`src/rtl/baccarat_pkg.sv`:
```
// baccarat_pkg
// Shared types and helpers for the Baccarat hand controller.
//   bstate_t     : controller state encoding
//   card_value() : rank (0..13) to Baccarat point value (10..13 count as 0)
//   NATURAL_MIN, PLAYER_STAND_MIN : score thresholds used by the tableau
package baccarat_pkg;

    typedef enum logic [3:0] {
        IDLE = 4'd0,
        P1   = 4'd1,
        D1   = 4'd2,
        P2   = 4'd3,
        D2   = 4'd4,
        CHK  = 4'd5,
        P3   = 4'd6,
        BCHK = 4'd7,
        D3   = 4'd8,
        DONE = 4'd9
    } bstate_t;

    localparam logic [3:0] NATURAL_MIN      = 4'd8;
    localparam logic [3:0] PLAYER_STAND_MIN = 4'd6;

    function automatic logic [3:0] card_value(input logic [3:0] rank);
        return (rank >= 4'd10) ? 4'd0 : rank;
    endfunction

endpackage

```
`src/rtl/baccarat_controller_banker_rule.sv`:
```
// banker_rule
// Combinational banker third-card decision, evaluated after the player
// has drawn a third card.
// Ports:
//   dscore : in  4  dealer score (0..9)
//   pcard3 : in  4  player third-card rank (1..13)
//   draw   : out 1  dealer takes a third card
module banker_rule
    import baccarat_pkg::*;
(
    input  logic [3:0] dscore,
    input  logic [3:0] pcard3,
    output logic       draw
);

    logic [3:0] v;

    always_comb begin
        v    = card_value(pcard3);
        draw = 1'b0;
        case (dscore)
            4'd0, 4'd1, 4'd2: draw = 1'b1;
            4'd3:             draw = (v != 4'd8);
            4'd4:             draw = (v >= 4'd2) && (v <= 4'd7);
            4'd5:             draw = (v >= 4'd4) && (v <= 4'd7);
            4'd6:             draw = (v >= 4'd6) && (v <= 4'd7);
            default:          draw = 1'b0;
        endcase
    end

endmodule

```
`src/rtl/baccarat_controller.sv`:
```
// baccarat_controller
// Moore controller for one Baccarat hand: deals the four opening cards,
// applies the player and banker third-card rules, then lights the winner.
//
// state | meaning
// ------+--------------------------------------------------
// IDLE  | after reset, nothing loaded
// P1    | load player card 1
// D1    | load dealer card 1
// P2    | load player card 2
// D2    | load dealer card 2
// CHK   | evaluate naturals / player draw / dealer draw
// P3    | load player card 3
// BCHK  | banker tableau using the player's third card
// D3    | load dealer card 3
// DONE  | hand over, win lights valid until reset
//
// Ports:
//   slow_clock       : in  1  clock (debounced pushbutton)
//   resetb           : in  1  async active-low reset
//   pscore, dscore   : in  4  live hand scores from the datapath
//   pcard3           : in  4  player third-card rank
//   load_pcard1..3   : out 1  player card load strobes
//   load_dcard1..3   : out 1  dealer card load strobes
//   player_win_light : out 1  player wins or ties
//   dealer_win_light : out 1  dealer wins or ties
module baccarat_controller
    import baccarat_pkg::*;
(
    input  logic       slow_clock,
    input  logic       resetb,
    input  logic [3:0] pscore,
    input  logic [3:0] dscore,
    input  logic [3:0] pcard3,
    output logic       load_pcard1,
    output logic       load_pcard2,
    output logic       load_pcard3,
    output logic       load_dcard1,
    output logic       load_dcard2,
    output logic       load_dcard3,
    output logic       player_win_light,
    output logic       dealer_win_light
);

    bstate_t state;
    bstate_t next_state;
    logic    banker_draw;

    banker_rule u_banker_rule (
        .dscore (dscore),
        .pcard3 (pcard3),
        .draw   (banker_draw)
    );

    always_ff @(posedge slow_clock or negedge resetb) begin
        if (!resetb) state <= IDLE;
        else         state <= next_state;
    end

    always_comb begin
        next_state       = state;
        load_pcard1      = 1'b0;
        load_pcard2      = 1'b0;
        load_pcard3      = 1'b0;
        load_dcard1      = 1'b0;
        load_dcard2      = 1'b0;
        load_dcard3      = 1'b0;
        player_win_light = 1'b0;
        dealer_win_light = 1'b0;

        case (state)
            IDLE: next_state = P1;
            P1: begin
                load_pcard1 = 1'b1;
                next_state  = D1;
            end
            D1: begin
                load_dcard1 = 1'b1;
                next_state  = P2;
            end
            P2: begin
                load_pcard2 = 1'b1;
                next_state  = D2;
            end
            D2: begin
                load_dcard2 = 1'b1;
                next_state  = CHK;
            end
            CHK: begin
                if (pscore >= NATURAL_MIN || dscore >= NATURAL_MIN)
                    next_state = DONE;
                else if (pscore < PLAYER_STAND_MIN)
                    next_state = P3;
                // Player stood on 6/7; dealer draws on 0..5.
                else if (dscore < PLAYER_STAND_MIN)
                    next_state = D3;
                else
                    next_state = DONE;
            end
            P3: begin
                load_pcard3 = 1'b1;
                next_state  = BCHK;
            end
            BCHK: next_state = banker_draw ? D3 : DONE;
            D3: begin
                load_dcard3 = 1'b1;
                next_state  = DONE;
            end
            DONE: begin
                player_win_light = (pscore >= dscore);
                dealer_win_light = (dscore >= pscore);
                next_state       = DONE;
            end
            default: next_state = IDLE;
        endcase
    end

endmodule

```
`config.mk`:
```
export PLATFORM = sky130hd
export DESIGN_NAME = baccarat_controller
export DESIGN_NICKNAME = d
export VERILOG_FILES = /design/src/rtl/baccarat_pkg.sv /design/src/rtl/baccarat_controller_banker_rule.sv /design/src/rtl/baccarat_controller.sv
export SDC_FILE = /design/constraint.sdc
export NUM_CORES = 1
export LEC_CHECK = 0
export CAP_MARGIN = 15
export CORE_AREA = 2 2 39 41
export CTS_BUF_LIST = sky130_fd_sc_hd__clkbuf_4 sky130_fd_sc_hd__clkbuf_8 sky130_fd_sc_hd__clkbuf_16
export DETAILED_ROUTE_END_ITERATION = 7
export DIE_AREA = 0 0 41 43
export DONT_BUFFER_PORTS = 1
export HOLD_SLACK_MARGIN = 0.05
export PLACE_DENSITY = 0.53
export SLEW_MARGIN = 40
export SYNTH_ARGS = -nofsm -noshare
export SYNTH_HDL_FRONTEND = slang
export SYNTH_SLANG_ARGS = --single-unit
```
`constraint.sdc`:
```
create_clock -name slow_clock -period 4.64 [get_ports slow_clock]
set_clock_uncertainty 0.15 [all_clocks]
set_input_delay 0.696 -clock slow_clock [delete_from_list [all_inputs] [get_ports slow_clock]]
set_output_delay 0.696 -clock slow_clock [all_outputs]
set_load 0.005 [all_outputs]
```
# After elaboration in Yosys (flattened, before gate mapping)
# Index checks and enable logic that the tools add are counted.
[word_totals]
register_bits = 4
in_bits = 14
elab_cells = 51
[classes]
n_lt_le_gt_ge = 11
eq_ne = 16
muxes = 15
reduce_logical = 8
[op_table]
columns = ["op", "n"]
rows = [
  ["$pmux W4 S9", 1],
  ["$eq A4 B3 Y1 const B", 7],
  ["$eq A4 B2 Y1 const B", 4],
  ["$ge A4 B4 Y1 const B", 3],
  ["$mux W4", 3],
  ["$mux W1", 10],
  ["$eq A4 B1 Y1 const B", 2],
  ["$eq A4 B4 Y1 const B", 2],
  ["$ge A4 B3 Y1 const B", 2],
  ["$ge A4 B4 Y1", 2],
  ["$logic_not A4 Y1", 2],
  ["$lt A4 B3 Y1 const B", 2],
  ["$pmux W1 S5", 1],
  ["$ge A4 B2 Y1 const B", 1],
  ["$le A4 B3 Y1 const B", 1],
  ["$ne A4 B4 Y1 const B", 1],
  ["$logic_and A1 B1 Y1", 3],
  ["$reduce_or A3 Y1", 1],
  ["$reduce_or A2 Y1", 1],
  ["$logic_or A1 B1 Y1", 1],
]

# Longest topological paths before layout
# Gate-level depths: netlist (run 1).
[logic_depth]
word_depth = 7
ltp_mapped = 6
mapped_depth_nobuf = 6

# Hierarchy
# Synthesis (run 1) repeated with hierarchy kept, for this count alone.
[unflattened]
cells_unflattened = 57
hier_area_um2 = 501.7
[modules_own_cells]
columns = ["mod", "instances", "cells_each", "area_each_um2"]
rows = [
  ["baccarat_controller", 1, 50, 436.7],
  ["banker_rule", 1, 7, 65.1],
]

# Worst setup path before layout (run 1)
# Ideal clock, no wire load.
[synth_timing]
kind = "input to output"
startpoint = "input pscore[1]"
endpoint = "output dealer_win_light"
arrival_time_ps = 1732
path_slack_ps = 2062
path_stages = 6
path_cell_list = "inv_1 -> ha_1 -> nor2b_1 -> o21a_1 -> o21a_1 -> o311a_1"
[synth_between]
elab_chain_cells = 2
[synth_rtl]
columns = ["item", "line", "rtl"]
rows = [
  ["start: declaration", "baccarat_controller.sv:32", "input logic [3:0] pscore,"],
  ["$ge A4 B4 Y1", "baccarat_controller.sv:111", "dealer_win_light = (dscore >= pscore);"],
  ["$mux W1", "baccarat_controller.sv:71", "case (state)"],
  ["end: declaration", "baccarat_controller.sv:42", "output logic dealer_win_light"],
]
# Every way passes these cells.

# Worst setup path after layout (run 1)
# Same ends and word-level chain as after synthesis.

==> impl_metrics.csv, run 1 <==
group,metric,value,unit
critical_path,critPathMaxStageDelay,300,ps
sta,tns,0,ps
finish,final_util,34.63,%
yosys,ys_seq_area_share,22.41,%
drt,drt-total-wl,925,µm
critical_path,critPathRequiredTime,3790,ps
cts,numCtsBuffers,3,
power,power.density,423.0,nW/µm²
finish,nFillCells,147,
placement,port_buffers,0,
cts,cts_tree,"yes",
critical_path,rr_worst_depth,4,
die,dieArea,1763,µm²
yosys,yosys.area_share.simple,35.29,%
yosys,yosys_warnings,0,
die,die_w,41,µm
cts,insertion_delay,230,ps
critical_path,cp_max_fo,2,
global_route,track_usage,12.16,%
critical_path,crit_chain,"inv_1, ha_1, nor2b_1, o21a_1, o21a_1, o311a_1",
yosys,synth_edf_count,0,
global_route,grt_pass1_wl,1518,µm
finish,largest_reg_flops,4,
sta,finalMaxSlewViolations,0,
min_path,whs_endpoint,"state[1]",
cts,path_clk_slew,40,ps
die,pin_count,22,
critical_path,critical_path.most_common_cell,"o21a_1",
yosys,syn_area,446.7,µm²
yosys,yosysMostFrequentCell,"nor2_1",
sta,fmax,0.3830,GHz
min_path,worstHoldPathCells,1,
die,std_cell_rows,14,
die,coreArea,1384,µm²
finish,synthToLayoutAreaGrowth,7.283,%
global_route,grt_overflow_total,0,
die,start_util,32.28,%
global_route,grt_max_degree,13,
critical_path,regToRegSetupSlack,3290,ps
sta,relSlewSlack,69.50,%
drt,routedWlPerCell,12.85,µm
sta,rsz0062_at_grt,"no",
critical_path,path_delay_family,"compound AO/OA/AOI/OAI gates",
yosys,synth_compound_area_share,23.25,%
yosys,syn_area_per_cell,7.976,µm²
yosys,yosysTopAreaCellShare,22.41,%
critical_path,startpoint_type,"primary input",
cts,htreeDepth,1,
yosys,synthAdderAreaFrac,11.20,%
critical_path,critical_path_class,"primary input to output pin",
placement,place_inst,68,
critical_path,worst_path_max_delay_cell,"o311a_1",
sta,setup_violations,0,
die,die_h,43,µm
drt,drtAntennaViolNets,0,
yosys,async_reset_ff_share,100.0,%
critical_path,r2r_start,"state[3]",
power,cellLeakagePower,0.2127,nW
yosys,synthCells,56,
yosys,synthMuxAreaShare,0,%
placement,hpwl,741.9,µm
critical_path,rr_endpoint,"state[0]",
yosys,synth_top_area_cell,"dfrtp_1",
critical_path,cp-end-kind,"output pin",
yosys,synthXorXnorAreaFrac,0,%
yosys,synthTopCellsByArea,"dfrtp_1, ha_1, nor2_1",
global_route,grt_antenna_before_repair,0,
sta,min_period,2611,ps
finish,reg.largest.list,"state: 4 flops",
yosys,synth.net_count,74,
min_path,hold_class,"flop to flop",
finish,antenna_cells,0,
finish,instances_no_fill,72,
sta,tightest_slew,456.5,ps
min_path,min_from,"state[3]",
power,ir_worst_vdd,0.1054,mV
status,status,"finished, final reports clean",
global_route,grt_pass1_vias,385,
cts,post-cts-setup-buffers,0,
cts,root_buffer,"clkbuf_4",
drt,drtIter0Drc,8,
placement,gp_congestion,0.6964,
cts,cts.sinks,4,
finish,regMostFlops,"state",
drt,drc,0,
yosys,yosys-top-cells-count,"nor2_1, dfrtp_1, ha_1, inv_1, nand2_1",
drt,drt_first_pass_iters,4,
drt,vias,406,
yosys,synth_cell_types,30,
yosys,ys_seq_elements,4,
sta,finalCritPeriodShare,56.27,%
yosys,synth_top_family_by_area,"simple AND/OR/NAND/NOR gates",
yosys,ys.flop_type,"dfrtp_1",
critical_path,path_buf_inv,1,
cts,cts_buffer_depth,2,
finish,final_nets,76,
drt,via_per_inst,5.639,
critical_path,arrival,1760,ps
finish,drive_above_1_share,12.50,%
run,cap_violations,0,
sta,hold_viol,0,
==> layout make-up <==
type / count / area [µm²] / share of cell area (%)
clock buffer: 3 / 22.52 / 4.700
inverter: 4 / 15.01 / 3.133
multi-input combinational: 44 / 311.5 / 65.01
sequential: 4 / 100.1 / 20.89
tap: 16 / 20.02 / 4.178
timing repair buffer: 1 / 10.01 / 2.089
==> how the worst max path moves through the flow <==
stage                         start               end  slack, ps  cells past startpoint
after global routing      pscore[1]  dealer_win_light       1990                      6
after floorplan           pscore[1]  dealer_win_light       2060                      6
after global placement    pscore[1]  dealer_win_light       2020                      6
after CTS                 pscore[1]  dealer_win_light       2020                      6
final                     pscore[1]  dealer_win_light       2030                      6
after detailed placement  pscore[1]  dealer_win_light       2020                      6
==> metal layers <==
metal | GRT usage, % | part of all wire (%)
met1 | 16.77 | 47
met4 | 8.000 | 0
met5 | 0 | 0
met2 | 17.50 | 47
met3 | 0.5236 | 6.1
==> metrics by stage <==
step                      setup WS [ps]  total power [mW]  cell area, µm²  hold slack [ps]
after global placement             2021            0.1613           446.7            250.5
after CTS                          2020            0.2059           479.2            444.1
final                              2029            0.2027           479.2            444.3
after floorplan                    2062            0.1518           446.7            250.4
after detailed placement           2021            0.1603           446.7            250.5
after global routing               1986            0.2279           479.2            521.8
==> power by group <==
part | switching [mW] | internal [mW] | total [mW]
clock | 0.0128 | 0.0288 | 0.0416
sequential | 0.0358 | 0.0494 | 0.0853
combinational | 0.0359 | 0.0399 | 0.0758
==> cell usage in the layout, fill, tap and decap left out, types with 2 or more instances in the layout <==
| cell | instances |
|---|---|
| nor2_1 | 7 |
| inv_1 | 4 |
| nand2_1 | 4 |
| ha_1 | 4 |
| dfrtp_1 | 4 |
| clkbuf_4 | 3 |
| nand2b_1 | 2 |
| nor3_1 | 2 |
| o21ai_0 | 2 |
| nand3b_1 | 2 |
| a21oi_1 | 2 |
| a31oi_1 | 2 |
| o21a_1 | 2 |
==> repair_timing <==
item | 4_1_cts | 5_1_grt
hold buffers | 1 | 0
hold endpoints to repair | 4 | 0
resized for setup | 0 | 0
==> logic make-up (layout without fill, tap and decap cells) <==
group           count (synthesis)  count (layout)
compound gates                 14              14
simple gates                   26              26
fa+ha+maj                       4               4
flops                           4               4
buf+inv                         8               8
Power figures use the tool's default switching activity.
==> run 2, diff against run 1 <==
PLACE_DENSITY = 0.55   (was 0.53)
clock period = 2.1 ns   (was 4.64 ns; I/O delays follow)
==> run 2 against run 1 <==
Routed wire length increased by 7.8%. Non-clock buffer count is 1 higher. Via count grew 2.7%. Global-route usage is 0.21 points lower. Final cell count up 1.4%. Clock-buffer cell count stayed put. Register-to-register slack got worse by 2500 ps. Clock power increased by 130%. Combinational power grew 130%. Sequential power rose by 120%. Setup slack lost 1800 ps. Hold slack got worse by 270 ps.
==> impl_metrics.csv, run 2 (same netlist as run 1, synthesis figures left out) <==
group,metric,value,unit
sta,rsz0062_at_grt,"no",
critical_path,crit_chain,"inv_1, ha_1, nor2b_1, o21a_1, o21a_1, o311a_1",
drt,drc,0,
finish,layout_common_cells,"nor2_1, inv_1, nand2_1, ha_1, dfrtp_1",
placement,hpwl,821.9,µm
finish,instances_no_fill,73,
finish,reg.largest.list,"state: 4 flops",
sta,hold_viol,0,
finish,antenna_cells,0,
power,power,459.9,µW
cts,insertion_delay,240,ps
finish,layout_commonest_cell,"nor2_1",
placement,pre_cts_slack,234.1,ps
cts,root_buffer,"clkbuf_4",
power,power.density,944.9,nW/µm²
die,die_w,41,µm
global_route,grt_pass1_vias,381,
critical_path,critical_path.most_common_cell,"o21a_1",
die,std_cell_rows,14,
finish,final_nets,77,
critical_path,path_buf_inv,1,
power,ir_worst_vdd,0.2083,mV
global_route,use_met1,11.58,%
sta,finalCritPeriodShare,89.31,%
global_route,track_usage,11.95,%
critical_path,critPathMaxStageDelay,310,ps
cts,ctsHoldBuffers,1,
drt,drtAntennaViolNets,0,
critical_path,critical_path_class,"primary input to output pin",
critical_path,worst_path_max_delay_cell,"o311a_1",
sta,min_period,1876,ps
sta,setup_violations,0,
critical_path,arrival,1410,ps
global_route,grt_pass1_wl,1393,µm
sta,relSlewSlack,74.27,%
die,dieArea,1763,µm²
finish,regMostFlops,"state",
critical_path,cp_max_fo,2,
die,coreArea,1384,µm²
cts,post-cts-setup-buffers,0,
global_route,grt_overflow_total,0,
cts,htreeDepth,1,
critical_path,cp-end-kind,"output pin",
cts,cts.sinks,4,
critical_path,path_delay_family,"compound AO/OA/AOI/OAI gates",
power,cellLeakagePower,0.2180,nW
global_route,grt_use_met2,21.25,%
drt,vias,417,
sta,setup_ws,224.4,ps
sta,tightest_slew,380.5,ps
sta,finalMaxSlewViolations,0,
finish,stdcell_area,486.7,µm²
cts,path_clk_slew,40,ps
finish,nFillCells,152,
finish,drive_above_1_share,14.04,%
min_path,hold_class,"primary input to flop",
placement,place_inst,69,
drt,drt_first_pass_iters,4,
die,pin_count,22,
drt,via_per_inst,5.712,
finish,synthToLayoutAreaGrowth,8.964,%
sta,holdWs,171.5,ps
status,status,"finished, final reports clean",
sta,fmax,0.5332,GHz
drt,routedWlPerCell,13.66,µm
finish,final_util,35.17,%
global_route,use_met3,0,%
global_route,top_usage_layer,"met2",
placement,gp_congestion,0.7132,
run,cap_violations,0,
sta,tns,0,ps
global_route,grt_antenna_before_repair,0,
drt,drt-total-wl,997,µm
placement,port_buffers,0,
cts,cts_buffer_depth,2,
critical_path,critPathRequiredTime,1630,ps
cts,cts_resized,0,
critical_path,startpoint_type,"primary input",
placement,place_area,454.2,µm²
finish,largest_reg_flops,4,
global_route,grt_max_degree,13,
cts,cts_tree,"yes",
die,start_util,32.28,%
cts,numCtsBuffers,3,
drt,drtIter0Drc,6,
die,die_h,43,µm
-- run 2: cell count changes in the layout (fill, tap and decap cells not counted), sizes merged --
cell,change
buf,+1
-- run 2: power by group --
part	switching, mW	leakage (nW)	total, mW	internal [mW]
clock	0.0331	0.0138	0.0972	0.0641
sequential	0.0790	0.0504	0.188	0.109
combinational	0.0817	0.154	0.175	0.0929
total	0.194	0.218	0.460	0.266
-- run 2: final cells by class --
cell class / count / area [µm²] / share of cell area [%]
flip-flops and latches: 4 / 100.1 / 20.57
repair buffers: 2 / 17.52 / 3.599
inverters: 4 / 15.01 / 3.085
multi-input cells: 44 / 311.5 / 64.01
well taps: 16 / 20.02 / 4.113
clock buffers: 3 / 22.52 / 4.627
-- run 2: layer usage --
metal / wire [µm] / up-vias / part of all wire, %
met5: 0 / - / 0
met3: 48 / 2 / 4.8
li1: - / 207 / -
met1: 417 / 195 / 42
met4: 15 / 0 / 1.5
met2: 515 / 13 / 52
-- run 2: path summary, 6_finish.rpt --
| kind | endpoint | cells past startpoint | slack, ps | startpoint |
|---|---|---|---|---|
| worst min register to register | state[1] | 1 | 450 | state[3] |
| min in group asynchronous | state[0] | 1 | 210 | resetb |
| worst max register to register | state[0] | 4 | 750 | state[3] |
| worst min-delay path | state[0] | 3 | 170 | pscore[3] |
| worst max-delay path | dealer_win_light | 6 | 220 | pscore[1] |
| max in group asynchronous | state[3] | 1 | 1410 | resetb |
-- run 2: worst register-to-register path: stages (launching register included) --
cell,delay (ps)
dfrtp_1,490
nand2b_1,240
nor2_1,60
a31oi_1,160
o221ai_1,120
